==> src/rtl/rabbit_link_pkg.sv <==
// Shared definitions for the Rabbit frame link: frame geometry, transmit FSM
// states and the byte-extraction helper used by both link ends.
package rabbit_link_pkg;

  localparam int         FRAME_BYTES  = 23;
  localparam int         FRAME_BITS   = 184;
  localparam logic [4:0] MAX_BYTE_IDX = 5'd22;

  typedef enum logic [2:0] {
    IDLE,
    SETUP,
    WAIT_HI,
    WAIT_LO,
    NEXT,
    FINISH
  } tx_state_e;

  // Byte k occupies frame bits 8k..8k+7 with bit 8k as the MSB.
  function automatic logic [7:0] frame_byte(input logic [0:FRAME_BITS-1] frame,
                                            input logic [4:0]            idx);
    logic [7:0] b;
    logic [7:0] base;
    b    = 8'h00;
    base = {idx, 3'b000};
    if (idx <= MAX_BYTE_IDX) begin
      for (int i = 0; i < 8; i++) begin
        b[3'(7 - i)] = frame[base + 8'(i)];
      end
    end
    return b;
  endfunction

endpackage

==> src/rtl/rabbit_frame_tx_ack_sync.sv <==
// Two-flop synchronizer bringing the Rabbit ACK into the FITTYMEGA domain.
module ack_sync (
  input  logic clk,
  input  logic rst,
  input  logic async_in,
  output logic sync_out
);

  logic meta;

  always_ff @(posedge clk or posedge rst) begin
    if (rst) begin
      meta     <= 1'b0;
      sync_out <= 1'b0;
    end else begin
      meta     <= async_in;
      sync_out <= meta;
    end
  end

endmodule

==> src/rtl/rabbit_frame_tx.sv <==
// Transmit end of the Rabbit frame link: snapshots a 23-byte frame and sends
// bytes START..END (plus optional XOR checksum) over the strobe/ack bus.
module rabbit_frame_tx
  import rabbit_link_pkg::*;
#(
  parameter int SETUP_CYCLES   = 4,
  parameter int TIMEOUT_CYCLES = 50000,
  parameter bit CHECKSUM_EN    = 1'b1
) (
  input  logic                  FITTYMEGA,
  input  logic                  RESET,
  input  logic [0:FRAME_BITS-1] WORD184,
  input  logic                  LOAD,
  input  logic [4:0]            START,
  input  logic [4:0]            END,
  input  logic                  ACK,
  output logic [7:0]            DATA,
  output logic                  STROBE,
  output logic                  BUSY,
  output logic                  DONE,
  output logic                  ERR,
  output tx_state_e             state_dbg
);

  localparam int SW = (SETUP_CYCLES > 1) ? $clog2(SETUP_CYCLES) : 1;
  localparam int TW = (TIMEOUT_CYCLES > 1) ? $clog2(TIMEOUT_CYCLES) : 1;

  // Four-phase handshake: DATA is held SETUP_CYCLES, then STROBE rises; the
  // Rabbit raises ACK, STROBE falls, the Rabbit drops ACK, and only then may
  // DATA change for the next byte.
  tx_state_e             state, state_nxt;
  logic [0:FRAME_BITS-1] frame_q, frame_nxt;
  logic [4:0]            end_q, end_nxt, idx, idx_nxt;
  logic [7:0]            cks, cks_nxt, data_nxt;
  logic                  cks_sent, cks_sent_nxt;
  logic [SW-1:0]         set_cnt, set_cnt_nxt;
  logic [TW-1:0]         to_cnt, to_cnt_nxt;
  logic                  strobe_nxt, busy_nxt, done_nxt, err_nxt;
  logic                  ack_s, range_bad, setup_done, timeout, more_bytes;

  ack_sync u_ack_sync (
    .clk      (FITTYMEGA),
    .rst      (RESET),
    .async_in (ACK),
    .sync_out (ack_s)
  );

  assign range_bad  = (END < START) || (START > MAX_BYTE_IDX) || (END > MAX_BYTE_IDX);
  assign setup_done = (set_cnt == SW'(SETUP_CYCLES - 1));
  assign timeout    = (to_cnt == TW'(TIMEOUT_CYCLES - 1));
  assign more_bytes = (idx < end_q) || (CHECKSUM_EN && !cks_sent);
  assign state_dbg  = state;

  always_ff @(posedge FITTYMEGA or posedge RESET) begin
    if (RESET) begin
      state    <= IDLE;
      frame_q  <= '0;
      end_q    <= '0;
      idx      <= '0;
      cks      <= '0;
      cks_sent <= 1'b0;
      set_cnt  <= '0;
      to_cnt   <= '0;
      DATA     <= 8'h00;
      STROBE   <= 1'b0;
      BUSY     <= 1'b0;
      DONE     <= 1'b0;
      ERR      <= 1'b0;
    end else begin
      state    <= state_nxt;
      frame_q  <= frame_nxt;
      end_q    <= end_nxt;
      idx      <= idx_nxt;
      cks      <= cks_nxt;
      cks_sent <= cks_sent_nxt;
      set_cnt  <= set_cnt_nxt;
      to_cnt   <= to_cnt_nxt;
      DATA     <= data_nxt;
      STROBE   <= strobe_nxt;
      BUSY     <= busy_nxt;
      DONE     <= done_nxt;
      ERR      <= err_nxt;
    end
  end

  always_comb begin
    state_nxt = state;
    unique case (state)
      IDLE:    if (LOAD && !range_bad) state_nxt = SETUP;
      SETUP:   if (setup_done) state_nxt = WAIT_HI;
      WAIT_HI: if (ack_s) state_nxt = WAIT_LO;
               else if (timeout) state_nxt = IDLE;
      WAIT_LO: if (!ack_s) state_nxt = NEXT;
               else if (timeout) state_nxt = IDLE;
      NEXT:    state_nxt = more_bytes ? SETUP : FINISH;
      FINISH:  state_nxt = IDLE;
      default: state_nxt = IDLE;
    endcase
  end

  always_comb begin
    frame_nxt    = frame_q;
    end_nxt      = end_q;
    idx_nxt      = idx;
    cks_nxt      = cks;
    cks_sent_nxt = cks_sent;
    set_cnt_nxt  = set_cnt;
    to_cnt_nxt   = to_cnt;
    data_nxt     = DATA;
    strobe_nxt   = STROBE;
    busy_nxt     = BUSY;
    done_nxt     = 1'b0;
    err_nxt      = 1'b0;
    unique case (state)
      IDLE: begin
        if (LOAD && range_bad) begin
          err_nxt = 1'b1;
        end else if (LOAD) begin
          frame_nxt    = WORD184;
          end_nxt      = END;
          idx_nxt      = START;
          cks_nxt      = 8'h00;
          cks_sent_nxt = 1'b0;
          set_cnt_nxt  = '0;
          busy_nxt     = 1'b1;
          data_nxt     = frame_byte(WORD184, START);
        end
      end
      SETUP: begin
        if (setup_done) begin
          strobe_nxt = 1'b1;
          to_cnt_nxt = '0;
        end else begin
          set_cnt_nxt = set_cnt + SW'(1);
        end
      end
      WAIT_HI: begin
        if (ack_s) begin
          strobe_nxt = 1'b0;
          cks_nxt    = cks ^ DATA;
          to_cnt_nxt = '0;
        end else if (timeout) begin
          strobe_nxt = 1'b0;
          err_nxt    = 1'b1;
          busy_nxt   = 1'b0;
        end else begin
          to_cnt_nxt = to_cnt + TW'(1);
        end
      end
      WAIT_LO: begin
        if (ack_s && timeout) begin
          err_nxt  = 1'b1;
          busy_nxt = 1'b0;
        end else if (ack_s) begin
          to_cnt_nxt = to_cnt + TW'(1);
        end
      end
      NEXT: begin
        set_cnt_nxt = '0;
        if (idx < end_q) begin
          idx_nxt  = idx + 5'd1;
          data_nxt = frame_byte(frame_q, idx + 5'd1);
        end else if (CHECKSUM_EN && !cks_sent) begin
          data_nxt     = cks;
          cks_sent_nxt = 1'b1;
        end
      end
      FINISH: begin
        done_nxt = 1'b1;
        busy_nxt = 1'b0;
      end
      default: ;
    endcase
  end

endmodule
==> config.mk <==
export PLATFORM = sky130hd
export DESIGN_NAME = rabbit_frame_tx
export DESIGN_NICKNAME = d
export VERILOG_FILES = /design/src/rtl/rabbit_link_pkg.sv /design/src/rtl/rabbit_frame_tx_ack_sync.sv /design/src/rtl/rabbit_frame_tx.sv
export SDC_FILE = /design/constraint.sdc
export NUM_CORES = 1
export LEC_CHECK = 0
export ABC_CLOCK_PERIOD_IN_PS = 5100
export CELL_PAD_IN_SITES_DETAIL_PLACEMENT = 1
export CELL_PAD_IN_SITES_GLOBAL_PLACEMENT = 2
export CORE_MARGIN = 8
export CORE_UTILIZATION = 26
export DETAILED_ROUTE_END_ITERATION = 6
export PLACE_DENSITY = 0.84
export SLEW_MARGIN = 0
export SYNTH_ARGS = -nofsm -noshare
export SYNTH_HDL_FRONTEND = slang
export SYNTH_SLANG_ARGS = --single-unit
==> constraint.sdc <==
create_clock -name FITTYMEGA -period 5.1 [get_ports FITTYMEGA]
set_input_delay 1.53 -clock FITTYMEGA [delete_from_list [all_inputs] [get_ports FITTYMEGA]]
set_output_delay 1.53 -clock FITTYMEGA [all_outputs]
set_load 0.005 [all_outputs]
==> impl_results.md, run 1 <==
- Core area: 0.0303 mm²
- Fmax: 256 MHz
- CP Max Fanout: 23
- Clk pin slew, worst setup/hold paths: 0.06 ns
- Port buffer count: 120
- #FFs+latches synth: 146
- DRT iter0 DRCs: 356
- Post-synth top flop: dfrtp_1
- Die area: 0.0364 mm²
- Fin crit period: 3.90 ns
- Setup Skew: 0.00860 ns
- Synth Area in XOR/XNOR: 0.0220
- Vias: 6,720
- Tot Pwr: 5.51 mW
- Max IR drop VDD: 0.236 mV
- H-tree depth: 4
- Fin crit share: 0.765
- GP Congestion: 0.769
- Largest net degree at the start of global routing: 147
- DR top layer: met4
- Largest family of logic cells by synthesized area: simple AND/OR/NAND/NOR gates
- Nets: 1,195
- Worst Path Arrival: 4.20 ns
- Root buf cell: clkbuf_16
- Vias per inst: 4.82
- Pwr/cell area: 535 mW/mm²
- RSZ-0062 raised after global routing: false
- CP Capture Type: flop
- Total clock sinks: 146
- IO Pins: 213
- Clock insertion delay at the later pin of the skew report: 0.43 ns
- Rows: 64
- Chip Height: 191 µm
- Slew HR: 0.327
- LEAKAGE: 4.68 nW
- Setup tns final: 0 ns
- Pre-Repair DR Iteration Count: 4
- Distinct cells, synth: 59
- GRT Overall Usage: 0.148
- Maximum buffer depth of the clock tree: 2
- Synth area leaders: dfrtp_1, nand2_1, mux4_2
- Initial Util: 0.262
- Startpoint types: input port
- Met2 routed WL: 13,100 µm
- Post-CTS setup buffers: 0
- Crit path kind: input port to flop
- Leading area contributor after synthesis: dfrtp_1
- ANT cells: 0
- PostCTS Resize Cnt: 0
- Syn Std Cell Area: 0.00795 mm²
- Launch point of the worst reg-to-reg path: idx[1]
- WL met3: 824 µm
- Status: finished clean
- Fillers: 3,447
- Crit. Startpoint: START[2]
- Reg2Reg Setup Slack: 1.71 ns
- Max-cap violations: 0
- Async SR Flop Fraction: 1.00
- HPWL Detailed: 19,400 µm
- R2r endpoint: DATA[1]
- Synthesized instance count: 874
- Post-Place Cells: 1,362
- Final std cells w/o fill: 1,393
- Share of cells above drive strength 1: 0.0943
- Simple-gate share of the synthesized area: 0.243
- Tightest Pin Transition: 1.01 ns
- Slew Viols, Final: 0
- Seq/Total Area, Yosys: 0.459
- Compound-Gate Fraction of Synth Area: 0.0859
- Final setup violation count: 0
- CTS tree: yes
- Post-synth EDFFs: 0
- Cts bufs inserted: 17
- Post-CTS Hold Buffers: 0
- Share of Yosys cell area claimed by the top area cell type: 0.459
- Wirelength, routed: 26,400 µm
- Initial antenna violation count: 0
- DRT met1 WL: 11,900 µm
- Area Growth Syn to Fin: 29.6%
- Syn Nets: 1,084
- GR Overflow Total: 0
- Antenna Violating Nets Remaining: 0
- Mux cell area share after synthesis: 0.133
- Remaining DRCs: 0
- End of the critical path: idx[2]
- Critical path required time: 5.40 ns
- Hold/Removal Path Class: flop to flop
- Vias in the first global route: 7,314
- Finished Core Util: 0.340
- Worst Reg-to-Reg Cells: 8
- Synth warnings: 0
- Avg WL per Cell: 19.0 µm
- Synthesized area per cell: 9.10 µm²
- Post-synthesis adder-cell area fraction: 0.0189
- First-pass GRT wire length: 41,800 µm
- Final Hold Viols: 0
- Die W: 191 µm
## worst min-delay path by stage
stage | start | end | slack, ns | cells after the start
floorplan | u_ack_sync.meta | u_ack_sync.sync_out | 0.33 | 0
global placement | u_ack_sync.meta | u_ack_sync.sync_out | 0.34 | 0
detailed placement | u_ack_sync.meta | u_ack_sync.sync_out | 0.35 | 0
CTS | u_ack_sync.meta | u_ack_sync.sync_out | 0.36 | 0
global route | u_ack_sync.meta | u_ack_sync.sync_out | 0.37 | 0
finish | u_ack_sync.meta | u_ack_sync.sync_out | 0.36 | 0
## layout by cell type (no fill, tap or decap), drive strengths merged, types with 3 or more instances in the layout
cell type / n
o31ai: 3
o21ai: 36
a21oi: 20
o211ai: 9
mux2: 6
or3: 5
nor2b: 5
mux2i: 32
nor4: 12
inv: 22
xnor2: 8
and2: 4
nand4: 11
a22oi: 8
a21o: 4
clkinv: 4
nand2b: 5
dfrtp: 146
a31oi: 6
clkbuf: 19
nand2: 332
xor2: 12
a22o: 3
ha: 12
a311oi: 3
and3: 6
nor2: 35
nor3: 11
nand3b: 4
nand3: 17
mux4: 29
buf: 19
bufinv: 6
clkdlybuf4s50: 119
## synth_stat cells (all sizes together) (2+ instances only)
cell type and n:
a211oi 2, nand4b 2, dfrtp 146, xor2 12, nor2b 5, mux2 6, xnor2 8, nand4 11
a31oi 6, ha 12, a311oi 3, o21ai 36, inv 21, nand3 17, buf 23, and2 4
a21o 4, a31o 2, nand3b 4, a22oi 8, mux4 29, a21boi 2, nor3 11, nand2 332
nand2b 5, mux2i 32, a21oi 20, a22o 3, o31ai 3, nor4 12, nor2 35, o211ai 9
clkbuf 23, and3 6, or3 5
## where the power goes
part / total, mW / switching, mW / internal (mW)
Combinational: 2.11 / 1.14 / 0.971
Clock: 1.46 / 0.519 / 0.945
Sequential: 1.94 / 0.314 / 1.63
## kinds of logic (layout without fill, tap and decap cells)
logic type	count (synthesis)	count (layout)
flip-flops	146	146
AND/OR/NAND/NOR	454	454
buffers and inverters	68	191
adder cells (fa/ha/maj)	12	12
XOR/XNOR	20	20
AO/OA/AOI/OAI	107	107
multiplexers	67	67
## routing by layer
layer  vias up  GRT usage
li1       3212          -
met1      3366      0.190
met2       116      0.249
met3        26     0.0201
met4         0     0.0540
met5         -          0
## worst max-delay path: stages
cell and delay [ns]:
clkdlybuf4s50_1 0.58, inv_1 0.17, ha_1 0.34, nand2_1 0.05, o21ai_0 0.27, a31o_2 0.25
nand3_4 0.29, nand2_1 0.34, mux2_2 0.37
## metrics by stage
step	area (µm²)	setup WS, ns	hold WS [ns]
6_report	10300	1.20	0.358
5_1_grt	10300	1.12	0.369
4_1_cts	10300	1.21	0.362
3_5_place_dp	9620	0.802	0.348
3_3_place_gp	9620	0.773	0.338
2_1_floorplan	7960	1.31	0.331
## sequential cells by signal, summed over array words and instances (netlist names), 2 cells and up
register,count
end_q,5
DATA,8
state_dbg,3
to_cnt,16
idx,5
cks,8
set_cnt,2
frame_q,92
## layout make-up
type | count | area (µm²) | area share
sequential | 146 | 3650 | 0.355
timing repair buffer | 138 | 1370 | 0.133
multi-input combinational | 660 | 4020 | 0.390
tap | 396 | 495 | 0.0481
inverter | 22 | 91.3 | 0.00886
clock inverter | 12 | 228 | 0.0221
clock buffer | 19 | 453 | 0.0440
No activity file was read; power rests on OpenSTA's default activity.
==> run 2, diff against run 1 <==
--- a/config.mk
+++ b/config.mk
@@ -5,13 +5,13 @@
 export SDC_FILE = /design/constraint.sdc
 export NUM_CORES = 1
 export LEC_CHECK = 0
-export ABC_CLOCK_PERIOD_IN_PS = 5100
+export ABC_CLOCK_PERIOD_IN_PS = 4100
 export CELL_PAD_IN_SITES_DETAIL_PLACEMENT = 1
 export CELL_PAD_IN_SITES_GLOBAL_PLACEMENT = 2
 export CORE_MARGIN = 8
-export CORE_UTILIZATION = 26
+export CORE_UTILIZATION = 29
 export DETAILED_ROUTE_END_ITERATION = 6
-export PLACE_DENSITY = 0.84
+export PLACE_DENSITY = 0.89
 export SLEW_MARGIN = 0
 export SYNTH_ARGS = -nofsm -noshare
 export SYNTH_HDL_FRONTEND = slang
==> constraint.sdc (replaced) <==
create_clock -name FITTYMEGA -period 4.1 [get_ports FITTYMEGA]
set_input_delay 1.23 -clock FITTYMEGA [delete_from_list [all_inputs] [get_ports FITTYMEGA]]
set_output_delay 1.23 -clock FITTYMEGA [all_outputs]
set_load 0.005 [all_outputs]
==> impl_results.md, run 2 (synthesis gave the netlist of run 1 again) <==
- Status: finished clean (unchanged)
- Slew HR: 0.251 (was 0.327)
- RSZ-0062 raised after global routing: false (unchanged)
- Final Hold Viols: 0 (unchanged)
- Crit path kind: input port to flop (unchanged)
- Pwr/cell area: 646 mW/mm² (was 535 mW/mm²)
- Final std cells w/o fill: 1,345 (was 1,393)
- GP Congestion: 0.824 (was 0.769)
- Sw Share: 0.372 (was 0.357)
- H-tree depth: 4 (unchanged)
- Commonest cells after routing, fill and taps aside: nand2_1, dfrtp_1, clkdlybuf4s50_1 (unchanged)
- Hold EP: u_ack_sync.sync_out (unchanged)
- Antenna Violating Nets Remaining: 0 (unchanged)
- Vias: 6,818 (was 6,720)
- Register area: 0.00365 mm² (unchanged)
- Setup Skew: 0.0128 ns (was 0.00860 ns)
- Tot Pwr: 6.62 mW (was 5.51 mW)
- Initial antenna violation count: 1 (was 0)
- PostCTS Resize Cnt: 0 (unchanged)
- Port buffer count: 120 (unchanged)
- CTS tree: yes (unchanged)
- Post-CTS setup buffers: 0 (unchanged)
- Root buf cell: clkbuf_16 (unchanged)
- Reg with most FFs: frame_q (unchanged)
- Startpoint types: input port (unchanged)
- Largest regs: frame_q (92), to_cnt (16) (unchanged)
- Cts bufs inserted: 17 (unchanged)
- Core area: 0.0270 mm² (was 0.0303 mm²)
- GR Overflow Total: 0 (unchanged)
- HPWL Detailed: 19,000 µm (was 19,400 µm)
- Most common cell after layout, fill and taps aside: nand2_1 (unchanged)
- Pint: 4.16 mW (was 3.55 mW)
- Rows: 60 (was 64)
- DRT iter0 DRCs: 335 (was 356)
- Fin crit share: 0.848
- Clk pin slew, worst setup/hold paths: 0.06 ns (about the same)
- Post-CTS Hold Buffers: 0 (unchanged)
- NetSw: 2.46 mW (was 1.97 mW)
- Vias in the first global route: 7,440 (was 7,314)
- Fmax: 288 MHz
- Tightest Pin Transition: 1.12 ns (was 1.01 ns)
- Combinational share of power: 0.399 (was 0.382)
- Pre-Repair DR Iteration Count: 4 (unchanged)
- Maximum buffer depth of the clock tree: 2 (unchanged)
- Fin crit period: 3.48 ns
- Multi-input gate area: 0.00402 mm² (unchanged)
- Largest register FFs: 92 (unchanged)
- Initial Util: 0.295 (was 0.262)
- Hold/Removal Path Class: flop to flop (unchanged)
- Seq pwr share: 0.364 (was 0.352)
- Vias per inst: 5.07 (was 4.82)
- Worst Reg-to-Reg Cells: 9 (was 8)
- Launch point of the worst reg-to-reg path: idx[1] (unchanged)
- Worst Path Arrival: 3.76 ns (was 4.20 ns)
- Remaining DRCs: 0 (unchanged)
- Fillers: 3,091 (was 3,447)
- Die area: 0.0330 mm² (was 0.0364 mm²)
- Clock insertion delay at the later pin of the skew report: 0.43 ns (about the same)
- First-pass GRT wire length: 41,600 µm (was 41,800 µm)
- Total clock sinks: 146 (unchanged)
- Setup tns final: 0 ns (unchanged)
- GRT Overall Usage: 0.159 (was 0.148)
- Max IR drop VDD: 0.330 mV (was 0.236 mV)
- R2r endpoint: DATA[1] (unchanged)
- Chip Height: 182 µm (was 191 µm)
- Worst hold margin: 0.348 ns (was 0.358 ns)
- Nets: 1,201 (was 1,195)
- ANT cells: 0 (unchanged)
- CP Max Fanout: 9 (was 23)
- Largest net degree at the start of global routing: 147 (unchanged)
- Worst hold start: u_ack_sync.meta (unchanged)
- IO Pins: 213 (unchanged)
- Avg WL per Cell: 19.1 µm (was 19.0 µm)
- CP Capture Type: flop (unchanged)
- Critical path required time: 4.39 ns (was 5.40 ns)
- LEAKAGE: 4.68 nW (about the same)
- Hold path depth: 0 (unchanged)
- Die W: 182 µm (was 191 µm)
- Final setup violation count: 0 (unchanged)
- Area Growth Syn to Fin: 28.7% (was 29.6%)
- Wirelength, routed: 25,600 µm (was 26,400 µm)
- Reg2Reg Setup Slack: 0.73 ns (was 1.71 ns)
- Post-Place Cells: 1,313 (was 1,362)
- Clock share of power: 0.237 (was 0.265)
- Share of cells above drive strength 1: 0.0996 (was 0.0943)
- Slew Viols, Final: 0 (unchanged)
- Max-cap violations: 0 (unchanged)
==> run 2: cell types whose count changed in the layout (fill, tap and decap cells not counted), sizes merged <==
cell    delta
buf        +6
bufinv     -4
clkinv     +4
inv        +2
clkbuf     -1
==> run 2: power groups by stage <==
stage / Combinational (mW) / Clock (mW) / Sequential [mW]
floorplan: 1.83 / 0 / 2.30
global placement: 2.58 / 0 / 2.40
detailed placement: 2.65 / 0 / 2.43
CTS: 2.68 / 1.60 / 2.41
global route: 2.94 / 1.65 / 2.49
finish: 2.64 / 1.57 / 2.41
==> run 2: worst max path at each step <==
| stage | start | end | slack [ns] | depth (start not counted) |
|---|---|---|---|---|
| 2_1_floorplan | START[2] | end_q[0] | 0.61 | 12 |
| 3_3_place_gp | START[1] | DATA[2] | 0.13 | 8 |
| 3_5_place_dp | START[1] | DATA[2] | 0.13 | 8 |
| 4_1_cts | START[1] | DATA[2] | 0.58 | 8 |
| 5_1_grt | START[1] | DATA[6] | 0.40 | 8 |
| 6_report | START[1] | DATA[2] | 0.62 | 8 |
==> run 2: worst max-delay path, stage by stage <==
cell,delay (ns)
clkdlybuf4s50_1,0.76
nor2b_1,0.48
buf_4,0.23
a22oi_1,0.09
nand3_1,0.14
nand4_1,0.09
nor4_1,0.58
a31oi_1,0.16
==> run 2: cell type report <==
cell class / count / area share
multi-input combinational: 660 / 0.392
timing repair buffer: 144 / 0.143
clock buffer: 18 / 0.0419
tap: 341 / 0.0417
clock inverter: 14 / 0.0152
inverter: 22 / 0.00892
sequential: 146 / 0.357
==> run 2: stage by stage <==
stage | utilization | area, µm² | setup slack [ns]
2_1_floorplan | - | 7960 | 0.611
3_3_place_gp | 0.358 | 9650 | 0.131
3_5_place_dp | 0.358 | 9650 | 0.133
4_1_cts | 0.380 | 10200 | 0.575
5_1_grt | 0.380 | 10200 | 0.400
6_report | 0.380 | 10200 | 0.623
==> run 2: per-layer routing <==
layer	global-route usage	up-vias	wire length (µm)
met1	0.202	3410	11300
met4	0.0541	2	552
li1	-	3231	-
met2	0.270	143	12800
met5	0	-	10
met3	0.0251	32	987
